## src/rtl/noc_pkg.sv

```systemverilog
// Shared NoC definitions: port count, port-code width, port codes and the
// per-output allocator state type. Routing and buffer blocks import this too.
package noc_pkg;

  localparam int NOC_NUM_PORTS = 5;
  localparam int NOC_PORT_W    = 3;

  localparam logic [NOC_PORT_W-1:0] PORT_R  = 3'd0;
  localparam logic [NOC_PORT_W-1:0] PORT_L  = 3'd1;
  localparam logic [NOC_PORT_W-1:0] PORT_U  = 3'd2;
  localparam logic [NOC_PORT_W-1:0] PORT_D  = 3'd3;
  localparam logic [NOC_PORT_W-1:0] PORT_EJ = 3'd4;

  typedef enum logic {
    SA_IDLE   = 1'b0,
    SA_LOCKED = 1'b1
  } sa_state_e;

endpackage

```

## src/rtl/switch_allocator_if.sv

```systemverilog
// Request/grant bundle between the input buffers, the crossbar and the
// switch allocator. The master side is the router datapath, the slave side
// is the allocator.
interface switch_allocator_if
  import noc_pkg::*;
#(
  parameter int NUM_PORTS = NOC_NUM_PORTS,
  parameter int PORT_W    = NOC_PORT_W
);

  logic [NUM_PORTS-1:0]        req_valid;
  logic [NUM_PORTS*PORT_W-1:0] req_dest;
  logic [NUM_PORTS-1:0]        req_tail;
  logic [NUM_PORTS-1:0]        out_ready;
  logic [NUM_PORTS-1:0]        grant;
  logic [NUM_PORTS-1:0]        out_valid;
  logic [NUM_PORTS*PORT_W-1:0] out_sel;

  modport master (
    output req_valid, req_dest, req_tail, out_ready,
    input  grant, out_valid, out_sel
  );

  modport slave (
    input  req_valid, req_dest, req_tail, out_ready,
    output grant, out_valid, out_sel
  );

endinterface

```

## src/rtl/switch_allocator_rr_arbiter.sv

```systemverilog
// Combinational round-robin picker: the first asserted request at or after
// the pointer, wrapping cyclically over NUM_PORTS entries.
module rr_arbiter
  import noc_pkg::*;
#(
  parameter int NUM_PORTS = NOC_NUM_PORTS,
  parameter int PORT_W    = NOC_PORT_W
) (
  input  logic [NUM_PORTS-1:0] i_req,
  input  logic [PORT_W-1:0]    i_ptr,
  output logic [NUM_PORTS-1:0] o_gnt,
  output logic                 o_valid
);

  // Scan from the pointer onwards and keep only the first hit.
  always_comb begin
    int idx;
    o_gnt   = '0;
    o_valid = 1'b0;
    idx     = 0;
    for (int k = 0; k < NUM_PORTS; k++) begin
      idx = int'(i_ptr) + k;
      if (idx >= NUM_PORTS) idx = idx - NUM_PORTS;
      for (int i = 0; i < NUM_PORTS; i++) begin
        if (!o_valid && (i == idx) && i_req[i]) begin
          o_gnt[i] = 1'b1;
          o_valid  = 1'b1;
        end
      end
    end
  end

endmodule

```

## src/rtl/switch_allocator.sv

```systemverilog
// Per-output wormhole switch allocator. Each output locks onto one input for
// a whole packet and releases on the tail flit; arbitration is round-robin
// and costs one cycle before the first flit moves.
//
//   state     | meaning
//   ----------+-------------------------------------------------------------
//   SA_IDLE   | no owner; pick a requester this cycle, lock at the next edge
//   SA_LOCKED | owner fixed; flits move whenever owner requests and out ready
module switch_allocator
  import noc_pkg::*;
#(
  parameter int NUM_PORTS = NOC_NUM_PORTS,
  parameter int PORT_W    = NOC_PORT_W
) (
  input  logic             clk,
  input  logic             reset,
  switch_allocator_if.slave bus
);

  sa_state_e             r_state  [NUM_PORTS];
  logic [PORT_W-1:0]     r_owner  [NUM_PORTS];
  logic [PORT_W-1:0]     r_rr_ptr [NUM_PORTS];

  logic [PORT_W-1:0]     w_dest     [NUM_PORTS];
  logic [NUM_PORTS-1:0]  w_cand     [NUM_PORTS];
  logic [NUM_PORTS-1:0]  w_win      [NUM_PORTS];
  logic [PORT_W-1:0]     w_win_code [NUM_PORTS];
  logic [NUM_PORTS-1:0]  w_win_vld;
  logic [NUM_PORTS-1:0]  w_xfer;
  logic [NUM_PORTS-1:0]  w_grant;
  logic [NUM_PORTS*PORT_W-1:0] w_sel;

  // Unpack destination codes and build per-output candidate vectors.
  // Codes >= NUM_PORTS never match an output index, so they never request.
  always_comb begin
    for (int i = 0; i < NUM_PORTS; i++) begin
      w_dest[i] = bus.req_dest[i*PORT_W +: PORT_W];
    end
    for (int o = 0; o < NUM_PORTS; o++) begin
      w_cand[o] = '0;
      for (int i = 0; i < NUM_PORTS; i++) begin
        w_cand[o][i] = bus.req_valid[i] && (w_dest[i] == PORT_W'(o));
      end
    end
  end

  for (genvar g = 0; g < NUM_PORTS; g++) begin : g_arb
    rr_arbiter #(
      .NUM_PORTS (NUM_PORTS),
      .PORT_W    (PORT_W)
    ) u_rr_arbiter (
      .i_req   (w_cand[g]),
      .i_ptr   (r_rr_ptr[g]),
      .o_gnt   (w_win[g]),
      .o_valid (w_win_vld[g])
    );
  end

  // One-hot winner to port code.
  always_comb begin
    for (int o = 0; o < NUM_PORTS; o++) begin
      w_win_code[o] = '0;
      for (int i = 0; i < NUM_PORTS; i++) begin
        if (w_win[o][i]) w_win_code[o] = PORT_W'(i);
      end
    end
  end

  // A locked output moves a flit only while its owner still points at it;
  // a wandering req_dest simply stalls the output.
  always_comb begin
    for (int o = 0; o < NUM_PORTS; o++) begin
      w_xfer[o] = (r_state[o] == SA_LOCKED) &&
                  bus.req_valid[r_owner[o]] &&
                  (w_dest[r_owner[o]] == PORT_W'(o)) &&
                  bus.out_ready[o];
    end
  end

  // Fold transfers back onto inputs and drive the crossbar selects.
  always_comb begin
    w_grant = '0;
    w_sel   = '0;
    for (int o = 0; o < NUM_PORTS; o++) begin
      if (r_state[o] == SA_LOCKED) w_sel[o*PORT_W +: PORT_W] = r_owner[o];
      for (int i = 0; i < NUM_PORTS; i++) begin
        if (w_xfer[o] && (r_owner[o] == PORT_W'(i))) w_grant[i] = 1'b1;
      end
    end
  end

  assign bus.grant     = w_grant;
  assign bus.out_valid = w_xfer;
  assign bus.out_sel   = w_sel;

  // Per-output lock FSM with round-robin pointer update on tail release.
  always_ff @(posedge clk or posedge reset) begin
    if (reset) begin
      for (int o = 0; o < NUM_PORTS; o++) begin
        r_state[o]  <= SA_IDLE;
        r_owner[o]  <= '0;
        r_rr_ptr[o] <= '0;
      end
    end else begin
      for (int o = 0; o < NUM_PORTS; o++) begin
        case (r_state[o])
          SA_IDLE: begin
            if (w_win_vld[o]) begin
              r_owner[o] <= w_win_code[o];
              r_state[o] <= SA_LOCKED;
            end
          end
          SA_LOCKED: begin
            if (w_xfer[o] && bus.req_tail[r_owner[o]]) begin
              r_state[o]  <= SA_IDLE;
              r_rr_ptr[o] <= (r_owner[o] == PORT_W'(NUM_PORTS-1)) ?
                             '0 : r_owner[o] + PORT_W'(1);
            end
          end
          default: r_state[o] <= SA_IDLE;
        endcase
      end
    end
  end

endmodule
```

## src/flat_wrapper.sv

```systemverilog
// flat-port wrapper written by rule: the top's interface ports become plain ports
module switch_allocator_flat import noc_pkg::*;
#(
  parameter int NUM_PORTS = NOC_NUM_PORTS,
  parameter int PORT_W    = NOC_PORT_W
)
  (clk, reset, bus_req_valid, bus_req_dest, bus_req_tail, bus_out_ready, bus_grant, bus_out_valid, bus_out_sel);
  switch_allocator_if #(.NUM_PORTS(NUM_PORTS), .PORT_W(PORT_W)) bus_i ();
  input  logic clk;
  input  logic reset;
  input wire logic [$bits(bus_i.req_valid)-1:0] bus_req_valid;
  input wire logic [$bits(bus_i.req_dest)-1:0] bus_req_dest;
  input wire logic [$bits(bus_i.req_tail)-1:0] bus_req_tail;
  input wire logic [$bits(bus_i.out_ready)-1:0] bus_out_ready;
  output wire logic [$bits(bus_i.grant)-1:0] bus_grant;
  output wire logic [$bits(bus_i.out_valid)-1:0] bus_out_valid;
  output wire logic [$bits(bus_i.out_sel)-1:0] bus_out_sel;
  assign bus_i.req_valid = bus_req_valid;
  assign bus_i.req_dest = bus_req_dest;
  assign bus_i.req_tail = bus_req_tail;
  assign bus_i.out_ready = bus_out_ready;
  assign bus_grant = bus_i.grant;
  assign bus_out_valid = bus_i.out_valid;
  assign bus_out_sel = bus_i.out_sel;
  switch_allocator #(.NUM_PORTS(NUM_PORTS), .PORT_W(PORT_W)) u_core (.clk(clk), .reset(reset), .bus(bus_i));
endmodule
```

## config.mk

```make
export PLATFORM = sky130hd
export DESIGN_NAME = switch_allocator_flat
export DESIGN_NICKNAME = d
export VERILOG_FILES = /design/src/rtl/noc_pkg.sv /design/src/rtl/switch_allocator_if.sv /design/src/rtl/switch_allocator_rr_arbiter.sv /design/src/rtl/switch_allocator.sv /design/src/flat_wrapper.sv
export SDC_FILE = /design/constraint.sdc
export NUM_CORES = 1
export LEC_CHECK = 0
export ABC_AREA = 0
export ABC_CLOCK_PERIOD_IN_PS = 4600
export BUFFER_PORTS_ARGS = -buffer_cell sky130_fd_sc_hd__buf_2
export CAP_MARGIN = 20
export CORE_UTILIZATION = 56
export CTS_CLUSTER_DIAMETER = 40
export CTS_CLUSTER_SIZE = 28
export DETAILED_ROUTE_END_ITERATION = 10
export PLACE_DENSITY = 0.85
export SLEW_MARGIN = 20
export SYNTH_ARGS = -nofsm -noshare
export SYNTH_HDL_FRONTEND = slang
export SYNTH_SLANG_ARGS = --single-unit
export TNS_END_PERCENT = 30
```

## constraint.sdc

```tcl
create_clock -name clk -period 4.6 [get_ports clk]
set_input_delay 0 -clock clk [delete_from_list [all_inputs] [get_ports clk]]
set_output_delay 0 -clock clk [all_outputs]
set_load 0.02 [all_outputs]
```

==> impl_results.rst <==
.. list-table::
   :header-rows: 1

   * - Metric
     - Value
   * - Final non-filler cell area
     - 0.01001 mm²
   * - Number of hold buffers added after CTS
     - 1
   * - Detail-routed via count per cell
     - 6.999
   * - Placed standard-cell area
     - 0.009867 mm²
   * - Power per Cell Area
     - 757.1 mW/mm²
   * - Required @ worst endpoint
     - 4.77 ns
   * - Placer congestion estimate
     - 1.007
   * - Commonest cells after routing, fill and taps aside
     - 126 x nand2_1, 96 x nor2_1, 90 x ha_1
   * - Maximum frequency from static timing analysis
     - 247.1 MHz
   * - Critical path arrival
     - 4.22 ns
   * - Boundary Pins
     - 57
   * - Global-route wire length before repair
     - 48100 µm
   * - Clock root buffer
     - clkbuf_16
   * - Number of antenna violations at the first check in global routing
     - 1
   * - Final Hold Viols
     - 0
   * - Post-cts gate resize count
     - 0
   * - Most used flip-flop cell after synthesis
     - dfrtp_1
   * - Starting DRT DRC Count
     - 1489
   * - Count of cell types in the netlist
     - 96
   * - Global-route congestion overflow total
     - 0
   * - Number of nets at the end of the flow
     - 1471
   * - Yosys reg bits
     - 35
   * - Unrepaired setup endpoints after global routing
     - no
   * - Post-synth net total
     - 1473
   * - Average wire per standard cell
     - 19.03 µm
   * - Final routed DRC violation total
     - 0
   * - Number of enable-type register cells in the synthesized netlist
     - 0
   * - Most common cell after layout, fill and taps aside
     - nand2_1
   * - Fraction of registers with async set or reset after synthesis
     - 100.0%
   * - Post-CTS repair timing setup buffer count
     - 0
   * - Number of max-cap violations
     - 0
   * - Kind of capture point of the worst setup path
     - flop
   * - Total CTS buffers
     - 5
   * - Row Count
     - 47
   * - Cell count after placement
     - 1556
   * - Count of nets left with antenna violations after detail routing
     - 0
   * - Die area
     - 0.01755 mm²
   * - Clock Sink Count
     - 35
   * - Leak
     - 4.025 nW
   * - Final non-filler cell total
     - 1565
   * - Dpl hpwl
     - 22620 µm
   * - Path type of the worst setup path
     - reg2reg
   * - Placeable Area
     - 0.01658 mm²
   * - Tightest slew margin relative to the limit
     - 18.51%
   * - Setup violation total in the final timing report
     - 0
   * - Post-route core utilization
     - 60.39%
   * - Share of the clock period used by the worst path after layout
     - 87.97%
   * - Critical path startpoint category
     - flop
   * - Synth area leaders
     - ha_1 12%, dfrtp_1 9.2%, nand2_1 5.0%, o21ai_0 4.0%, nor2_1 3.8%
   * - Count of TritonRoute iterations in the first routing pass
     - 8
   * - Number of levels in the clock H-tree
     - 2
   * - Later-pin clock latency in the skew report
     - 0.28 ns
   * - Via count of the first global-routing pass
     - 9640
   * - Clock input transition at the sequential cells of the worst setup and hold paths
     - 0.06 ns
   * - Peak supply drop
     - 0.4309 mV
   * - Synthesis Warnings
     - 0
   * - Clock tree from TritonCTS
     - built
   * - Worst hold path class
     - in2reg
   * - Highest net fanout along the worst path
     - 21
   * - Synth area leader
     - ha_1
   * - Post-Route Setup TNS
     - 0 ns
   * - Height of the die
     - 132.5 µm
   * - Final WL
     - 29780 µm
   * - Count of vias placed by the detailed router
     - 10954
   * - Initial cell density of the core
     - 57.51%
   * - Largest net degree at the start of global routing
     - 37
   * - N_diodes
     - 0
   * - Area overhead of the layout relative to synthesis
     - 5.012%
   * - Result of the run
     - finished, final reports clean
   * - Instance count of the mapped netlist
     - 1346
   * - Share of post-route cells with drive strength above 1
     - 9.517%
   * - Mean Syn Cell Area
     - 7.085 µm²
   * - Slew at the pin closest to its max-slew limit
     - 1.206 ns
   * - Area fraction of the dominant cell type after synthesis
     - 11.81%
   * - Total of buffers placed on input and output ports
     - 56
   * - Post-route minimum period
     - 4.047 ns
   * - GRT Overall Usage
     - 32.84%
   * - Final Skew
     - 0.002186 ns
   * - Maximum buffer depth of the clock tree
     - 2
   * - Share of synthesized area occupied by flip-flops and latches
     - 9.184%
   * - Cell area after synthesis
     - 0.009537 mm²
   * - Final-report max-slew violation count
     - 0
   * - Die span in x
     - 132.5 µm
cells in the mapped netlist (26+ instances only):
| master | count |
|---|---|
| nand2_1 | 126 |
| o22ai_1 | 34 |
| dfrtp_1 | 35 |
| buf_2 | 27 |
| ha_1 | 90 |
| clkbuf_1 | 47 |
| nor2_1 | 96 |
| o21ai_0 | 77 |
| a21oi_1 | 70 |
| nor2b_1 | 26 |
| inv_1 | 70 |
| nor3_1 | 48 |
| nand2b_1 | 39 |
| nand3_1 | 49 |
area by class of cell:
| type | instances | area [µm²] |
|---|---|---|
| Multi-Input combinational cell | 1150 | 8000 |
| Inverter | 74 | 277.8 |
| Sequential cell | 35 | 875.8 |
| Clock inverter | 1 | 5.005 |
| Fill cell | 1527 | 6569 |
| Tap cell | 220 | 275.3 |
| Clock buffer | 7 | 132.6 |
| Timing Repair Buffer | 78 | 447.9 |
power breakdown:
part | switching [W] | internal, W | leakage, nW
Clock | 0.000131 | 0.000200 | 0.0679
Sequential | 0.000259 | 0.000432 | 0.392
Combinational | 0.00413 | 0.00243 | 3.56
routing by layer:
layer / GRT usage [%] / vias to the layer above / share of wire [%]
met5: 0 / - / 0.044
met4: 11.24 / 2 / 3.2
met3: 5.632 / 91 / 9.6
met2: 51.20 / 640 / 45
met1: 45.59 / 5119 / 42
li1: - / 5102 / -
worst paths after layout:
kind | from | to | slack [ns] | cells past startpoint
setup / recovery | u_core.r_rr_ptr[7]$_DFFE_PP0P_ | u_core.r_owner[8]$_DFFE_PP0P_ | 0.55 | 11
hold / removal | bus_req_tail[4] | u_core.r_state[3]$_DFF_PP0_ | 0.33 | 4
setup reg to reg | u_core.r_rr_ptr[7]$_DFFE_PP0P_ | u_core.r_owner[8]$_DFFE_PP0P_ | 0.55 | 11
hold reg to reg | u_core.r_state[4]$_DFF_PP0_ | u_core.r_state[4]$_DFF_PP0_ | 0.61 | 1
max in group asynchronous | reset | u_core.r_rr_ptr[14]$_DFFE_PP0P_ | 3.87 | 4
min in group asynchronous | reset | u_core.r_rr_ptr[8]$_DFFE_PP0P_ | 0.39 | 4
flip-flops by register name (all words and copies together), names as in the netlist:
register and cells:
u_core.r_owner 15, u_core.r_rr_ptr 15, u_core.r_state 5
metrics by stage:
step | power [W] | hold slack [ns] | worst slack, ns
finish | 0.007582 | 0.3259 | 0.5533
global route | 0.008221 | 0.3798 | 0.2861
CTS | 0.007383 | 0.2967 | 0.6973
detailed placement | 0.007021 | 0.1512 | 0.7255
global placement | 0.006905 | 0.1255 | 0.8249
floorplan | 0.005717 | 0.1543 | 1.037
cells by family (layout without fill, tap and decap cells):
| logic type | after synthesis | count (layout) | synth area share [%] |
|---|---|---|---|
| compound gates | 436 | 436 | 31.87 |
| mux | 35 | 35 | 5.012 |
| fa+ha+maj | 95 | 95 | 12.86 |
| flops | 35 | 35 | 9.184 |
| simple gates | 562 | 562 | 32.13 |
| xor+xnor | 22 | 22 | 2.020 |
| buf+inv | 161 | 160 | 6.927 |
critical path: stages (launching register included):
cell and delay [ns]:
dfrtp_1 0.64, inv_1 0.27, ha_1 0.75, inv_1 0.28, mux2i_1 0.31, mux2i_1 0.26
o2111ai_1 0.18, nor4_1 0.43, nand2_1 0.21, nor2_2 0.23, a31oi_1 0.16, o21a_1 0.19
(Power assumes the default switching activity.)
